==> config.mk <==
export PLATFORM = sky130hd
export DESIGN_NAME = avalon_port_arbiter
export DESIGN_NICKNAME = d
export VERILOG_FILES = /design/src/rtl/avalon_port_arbiter.sv
export SDC_FILE = /design/constraint.sdc
export NUM_CORES = 1
export LEC_CHECK = 0
export ABC_AREA = 1
export BUFFER_PORTS_ARGS = -buffer_cell sky130_fd_sc_hd__buf_2
export CORE_MARGIN = 10
export CORE_UTILIZATION = 40
export DETAILED_ROUTE_END_ITERATION = 8
export PLACE_DENSITY = 0.7
export RECOVER_POWER = 50
export SLEW_MARGIN = 15
export SYNTH_ARGS = -nofsm -noshare
export SYNTH_HDL_FRONTEND = slang
export SYNTH_SLANG_ARGS = --single-unit
==> constraint.sdc <==
create_clock -name CLK -period 9.45 [get_ports CLK]
set_input_delay 0.945 -clock CLK [delete_from_list [all_inputs] [get_ports CLK]]
set_output_delay 0.945 -clock CLK [all_outputs]
set_load 0.01 [all_outputs]
==> src/rtl/avalon_port_arbiter.sv <==
// Arbiter that shares one avalon_mm_master among three requesters (dbg, instr, ext).
// dbg has absolute priority; instr and ext alternate round-robin on simultaneous requests.
// A transaction runs IDLE -> ISSUE -> WAIT -> RESP. It is aborted to RESP with err when the
// WAIT phase lasts TIMEOUT cycles without m_done.
module avalon_port_arbiter #(
    parameter int unsigned width   = 32,
    parameter int unsigned TIMEOUT = 255
) (
    input  logic             CLK,
    input  logic             RST,
    input  logic             req_dbg,
    input  logic             req_instr,
    input  logic             req_ext,
    input  logic             rnw_dbg,
    input  logic             rnw_instr,
    input  logic             rnw_ext,
    input  logic [width-1:0] addr_dbg,
    input  logic [width-1:0] addr_instr,
    input  logic [width-1:0] addr_ext,
    input  logic [width-1:0] wdata_dbg,
    input  logic [width-1:0] wdata_instr,
    input  logic [width-1:0] wdata_ext,
    output logic             done_dbg,
    output logic             done_instr,
    output logic             done_ext,
    output logic [width-1:0] rdata_dbg,
    output logic [width-1:0] rdata_instr,
    output logic [width-1:0] rdata_ext,
    output logic             err,
    output logic             m_start,
    output logic             m_rnw,
    output logic [width-1:0] m_address,
    output logic [width-1:0] m_wdata,
    input  logic             m_done,
    input  logic [width-1:0] m_rdata,
    output logic [1:0]       grant,
    output logic             busy
);

    typedef enum logic [1:0] {StIdle, StIssue, StWait, StResp} state_e;

    localparam logic [7:0] TimeoutCnt = 8'(TIMEOUT);

    state_e           state_q, state_d;
    logic [1:0]       grant_q;
    logic             m_rnw_q;
    logic [width-1:0] m_address_q, m_wdata_q;
    logic [7:0]       cnt_q;
    logic             timeout_q;
    // 1: ext was granted last among instr/ext, 0: instr was.
    logic             last_ie_q;
    logic [width-1:0] rdata_dbg_q, rdata_instr_q, rdata_ext_q;

    logic             any_req;
    logic [1:0]       win;
    logic             sel_rnw;
    logic [width-1:0] sel_addr, sel_wdata;
    logic             timeout_hit;
    logic [2:0]       rd_load;
    logic [width-1:0] rd_val;

    assign any_req     = req_dbg | req_instr | req_ext;
    // The count after this WAIT cycle would equal TIMEOUT.
    assign timeout_hit = ((cnt_q + 8'd1) == TimeoutCnt);

    // Arbitration: pick the winner and mux its transfer attributes.
    always_comb begin
        win = 2'b00;
        if (req_dbg) begin
            win = 2'b01;
        end else if (req_instr && req_ext) begin
            win = last_ie_q ? 2'b10 : 2'b11;
        end else if (req_instr) begin
            win = 2'b10;
        end else if (req_ext) begin
            win = 2'b11;
        end
        sel_rnw   = 1'b0;
        sel_addr  = '0;
        sel_wdata = '0;
        case (win)
            2'b01: begin
                sel_rnw   = rnw_dbg;
                sel_addr  = addr_dbg;
                sel_wdata = wdata_dbg;
            end
            2'b10: begin
                sel_rnw   = rnw_instr;
                sel_addr  = addr_instr;
                sel_wdata = wdata_instr;
            end
            2'b11: begin
                sel_rnw   = rnw_ext;
                sel_addr  = addr_ext;
                sel_wdata = wdata_ext;
            end
            default: begin
                sel_rnw   = 1'b0;
                sel_addr  = '0;
                sel_wdata = '0;
            end
        endcase
    end

    // State register.
    always_ff @(posedge CLK or posedge RST) begin
        if (RST) begin
            state_q <= StIdle;
        end else begin
            state_q <= state_d;
        end
    end

    // Next-state logic; m_done is only honoured in WAIT.
    always_comb begin
        state_d = state_q;
        case (state_q)
            StIdle:  if (any_req) state_d = StIssue;
            StIssue: state_d = StWait;
            StWait:  if (m_done || timeout_hit) state_d = StResp;
            StResp:  state_d = StIdle;
            default: state_d = StIdle;
        endcase
    end

    // Transaction registers: grant, master request, WAIT counter, timeout flag, RR pointer.
    always_ff @(posedge CLK or posedge RST) begin
        if (RST) begin
            grant_q     <= 2'b00;
            m_rnw_q     <= 1'b0;
            m_address_q <= '0;
            m_wdata_q   <= '0;
            cnt_q       <= 8'd0;
            timeout_q   <= 1'b0;
            last_ie_q   <= 1'b1;
        end else begin
            case (state_q)
                StIdle: begin
                    if (any_req) begin
                        grant_q     <= win;
                        m_rnw_q     <= sel_rnw;
                        m_address_q <= sel_addr;
                        m_wdata_q   <= sel_wdata;
                        if (win[1]) last_ie_q <= win[0];
                    end
                end
                StIssue: begin
                    cnt_q     <= 8'd0;
                    timeout_q <= 1'b0;
                end
                StWait: begin
                    if (m_done) begin
                        timeout_q <= 1'b0;
                    end else if (timeout_hit) begin
                        timeout_q <= 1'b1;
                    end else begin
                        cnt_q <= cnt_q + 8'd1;
                    end
                end
                StResp: begin
                    grant_q   <= 2'b00;
                    timeout_q <= 1'b0;
                end
                default: grant_q <= 2'b00;
            endcase
        end
    end

    // Read-data load select: reads only, m_rdata on completion, zero on timeout.
    always_comb begin
        rd_load = 3'b000;
        rd_val  = m_done ? m_rdata : '0;
        if (state_q == StWait && m_rnw_q && (m_done || timeout_hit)) begin
            case (grant_q)
                2'b01:   rd_load = 3'b001;
                2'b10:   rd_load = 3'b010;
                2'b11:   rd_load = 3'b100;
                default: rd_load = 3'b000;
            endcase
        end
    end

    // Per-port read-data holding registers.
    always_ff @(posedge CLK or posedge RST) begin
        if (RST) begin
            rdata_dbg_q   <= '0;
            rdata_instr_q <= '0;
            rdata_ext_q   <= '0;
        end else begin
            if (rd_load[0]) rdata_dbg_q   <= rd_val;
            if (rd_load[1]) rdata_instr_q <= rd_val;
            if (rd_load[2]) rdata_ext_q   <= rd_val;
        end
    end

    // Outputs decoded from state and registers.
    always_comb begin
        m_start     = (state_q == StIssue);
        busy        = (state_q != StIdle);
        done_dbg    = (state_q == StResp) && (grant_q == 2'b01);
        done_instr  = (state_q == StResp) && (grant_q == 2'b10);
        done_ext    = (state_q == StResp) && (grant_q == 2'b11);
        err         = (state_q == StResp) && timeout_q;
        grant       = grant_q;
        m_rnw       = m_rnw_q;
        m_address   = m_address_q;
        m_wdata     = m_wdata_q;
        rdata_dbg   = rdata_dbg_q;
        rdata_instr = rdata_instr_q;
        rdata_ext   = rdata_ext_q;
    end

endmodule
# After elaboration in Yosys (flattened, before gate mapping)
# Index checks and enable logic that the tools add are counted.
[word_totals]
in_bits = 233
output_inout_bits = 169
wordCells = 71
ff_bits = 175
[op_classes]
bitwise_logic = 2
muxes = 22
eq_ne = 15
n_reduce_logical = 20
add_sub_neg = 1
[op_table]
columns = ["op", "n"]
rows = [
  ["32-bit one-hot mux with 3 select lines", 2],
  ["32-bit 2-to-1 mux", 1],
  ["8-bit 2-to-1 mux", 2],
  ["8-bit one-hot mux with 2 select lines", 1],
  ["2-bit 2-to-1 mux", 7],
  ["2-bit equality test (second input constant)", 6],
  ["3-bit one-hot mux with 3 select lines", 1],
  ["8-bit by 1-bit adder with 8-bit output (second input constant)", 1],
  ["8-bit equality test (second input constant)", 1],
  ["2-bit != test (second input constant)", 4],
  ["2-bit one-hot mux with 4 select lines", 1],
  ["2-bit AND reduction", 4],
  ["2-bit nonzero test", 4],
  ["1-bit logical AND", 7],
  ["2-bit by 1-bit equality test with 1-bit output (second input constant)", 3],
  ["3-bit AND reduction", 2],
  ["2-bit one-hot mux with 2 select lines", 1],
  ["1-bit 2-to-1 mux", 3],
  ["3-bit 2-to-1 mux", 1],
  ["3-bit != test (second input constant)", 1],
  ["1-bit one-hot mux with 3 select lines", 1],
  ["2-bit logical NOT", 1],
  ["1-bit bitwise OR", 2],
  ["1-bit one-hot mux with 2 select lines", 1],
  ["2 further kinds", 2],
]

# Longest topological paths before layout
[logic_depth]
depth_word = 6
ltp_mapped = 13

# Least setup slack after synthesis
# OpenSTA, ideal clock, no wires.
[synth_timing]
path_type = "input to register"
start = "in req_instr"
end = "reg m_address_q[24], in the netlist m_address[24]"
arrival_time_ns = 1.943
setup_time_ns = 0.082
path_stages = 7
n_path_buf = 2
slack_ns = 7.426
required_ns = 9.368
path_cell_list = "nor2_1 a21oi_1 inv_1 buf_2 clkbuf_1 a21oi_1 a31oi_1"
[synth_via]
elab_chain_cells = 5
[synth_lines]
columns = ["item", "line", "text"]
rows = [
  ["start, declared", "12", "input logic req_instr,"],
  ["2-bit 2-to-1 mux / 1-bit logical AND (equally long branches)", "73, 71", ""],
  ["2-bit 2-to-1 mux", "71", "end else if (req_instr && req_ext) begin"],
  ["2-bit 2-to-1 mux", "69", "if (req_dbg) begin"],
  ["2-bit equality test / 2-bit by 1-bit equality test with 1-bit output (equally long branches)", "81", "case (win)"],
  ["32-bit one-hot mux with 3 select lines", "81", ""],
  ["end signal, assigned", "142", "m_address_q <= sel_addr;"],
  ["end, declared", "47", "logic [width-1:0] m_address_q, m_wdata_q;"],
]
# Several ways; a longest one is shown, not always the timed one.
# A chain may end at the register's enable or synchronous reset.

==> qor.yml <==
status: "complete, but fails checks"
violations: "max-capacitance violations, max-slew violations"
pin_count: 402
cp_cell_sequence: "clkbuf_1 > clkinvlp_2 > buf_4 > buf_4"
regArea_um2: 4380
die_x_um: 166.3
clk_latency_ns: 0.43
max-cap-violations: 1
overflow: 0
ctsHoldBuffers: 0
syn-num-nets: 1314
multi_input_area_um2: 3633
cp_max_fo: 78
ctsResizeCount: 0
dpl_worst_slack_ns: 5.906
clock-sinks: 175
grt_pass1_vias: 9103
cts_buffers: 17
seq_area_frac_synth_pct: 51.15
ant_nets: 0
cts_tree: "built"
final_common_cell: "nand2_1"
synth_cells: 1075
worstSetupStartpointType: "primary input"
synth_area_leader_cell: "dfrtp_1"
dr.pass1.iters: 5
postCtsSetupBuffers: 0
cts_root_buffer: "clkbuf_16"
htree_levels: 4
p_leak_nw: 5.646
wirelength_mm: 35.45
drt-initial-drc-count: 806
synth_area_leaders: "dfrtp_1, nand2_1, nand4_1, a31oi_1, nand3_1"
fin_cells: 1716
grt_setup_unrepaired: "no"
setup_violations: 0
ys_types: 24
dieArea_um2: 27660
syn_area_um2: 8563
r2r_cells: 12
worst-setup-path-type: "primary input to asynchronous set/reset pin"
powerDensity_nw_per_um2: 301.1
maxSlewViolCount: 52
avgSynthCellArea_um2: 7.966
wl_per_cell_um: 20.66
initial_utilization_pct: 40.74
antenna_found_initial: 10
cpPeakStageDelay_ns: 1.25
dp_cells: 1677
hold_viol: 0
drc: 0
synth_top_cell_area_share_pct: 50.85
stdcell_area_um2: 11110
finClkSkew_ns: 0.01409
syn_to_final_growth_pct: 29.73
whs_path_depth: 2
period_share_pct: 36.78
rows: 53
clockBufferDepth: 2
grt_max_degree: 101
dpl.hpwl_mm: 25.99
clk_pin_slew_worst_paths_ns: 0.07
slew_headroom_pct: -49.59
avgViaCountPerCell: 5.441
core_region_area_um2: 21020
crit_top_cell: "buf_4"
tightestPinTransition_ns: 2.232
slowest_stage: "clkinvlp_2"
cp-end-kind: "asynchronous set/reset pin"
vdd_ir_drop_max_v: 0.0001160
hold_path_startpoint: "rdata_ext[22]"
arrival_ns: 3.97
num-fill-cells: 2094
portBuffers: 401
yosys_warnings: 0
r2r_slack_ns: 6.29
tns_ns: 0
required_ns: 9.95
hold_path.class: "flip-flop to flip-flop"
final_nets: 1660
grt_pass1_wl_mm: 54.21
worstReg2RegStart: "cnt_q[0]"
die_h_um: 166.3
timing.rr.end: "rdata_dbg[14]"
gp_congestion: 0.9474
synth-seq-cells: 175
grtUsageTotal_pct: 24.40
whs_endpoint: "rdata_ext[22]"
num_vias: 9337
drive_gt1_share_pct: 20.92
fmax_ghz: 0.2877
layout_common_cells: "nand2_1, buf_2, dfrtp_1"
finalCriticalPeriod_ns: 3.476
layout_setup_ws_ns: 5.974
placed_cell_area_um2: 10670
metal layers:
layer,share of wire [%],global-route usage [%]
met5,0.099,0
met4,2.7,8.515
met3,10,8.164
met2,48,38.91
met1,39,30.31
through the flow:
step | hold slack, ns | power, mW | utilization (%)
after floorplan | 0.4418 | 2.027 | -
after global placement | 0.4489 | 2.646 | 50.74
after detailed placement | 0.4545 | 2.674 | 50.74
after CTS | 0.4707 | 3.441 | 53.77
after global routing | 0.4851 | 3.578 | 52.85
final | 0.4737 | 3.345 | 52.85
registers in the layout, indices dropped and copies added, names as in the netlist:
register,flops
rdata_ext,32
state_q,2
m_rnw,1
m_wdata,32
rdata_dbg,32
cnt_q,8
grant,2
rdata_instr,32
last_ie_q,1
m_address,32
timeout_q,1
report_power, final:
part	internal [mW]	switching, mW	leakage, nW
Sequential	1.06	0.206	2.21
Clock	0.434	0.329	0.309
Combinational	0.405	0.907	3.12
cells by family (layout without fill, tap and decap cells):
family                     after synthesis  after routing  share of synthesized area (%)
adders and majority gates                6              6                         0.8767
other                                    0              7                              0
buffers and inverters                  140            499                          6.780
DFF                                    175            175                          51.15
AOI/OAI and AO/OA                      140            140                          9.205
and+or+nand+nor                        614            614                          31.98
critical path, delay by kind of cell:
family                 cells  cell delay, ns
buffers and inverters      4            2.96
synth_stat cells, drive strengths merged:
master	count
ha	6
nor2	84
nand2	341
a31oi	66
clkinv	2
a21oi	69
nand3	80
clkbuf	49
inv	52
nand4	107
dfrtp	174
o21bai	2
o21ai	3
nor3	2
buf	37
dfstp	1
final cells by class:
cell class | count | share of cell area (%)
Multi-Input combinational cell | 760 | 32.71
Clock inverter | 14 | 1.791
Antenna cell | 7 | 0.1577
Timing Repair Buffer | 413 | 17.03
Inverter | 54 | 1.836
Tap cell | 275 | 3.097
Clock buffer | 18 | 3.953
Sequential cell | 175 | 39.43
how the worst max path moves through the flow:
stage	start	endpoint	slack, ns	depth (start not counted)
4_1_cts	m_done	rdata_dbg[4]	6.37	6
5_1_grt	RST	cnt_q[0]	5.41	4
6_report	RST	cnt_q[0]	5.97	4
3_3_place_gp	m_done	rdata_ext[7]	5.99	6
3_5_place_dp	m_done	rdata_dbg[4]	5.91	6
2_1_floorplan	RST	cnt_q[0]	3.76	1
Power figures use the tool's default switching activity.
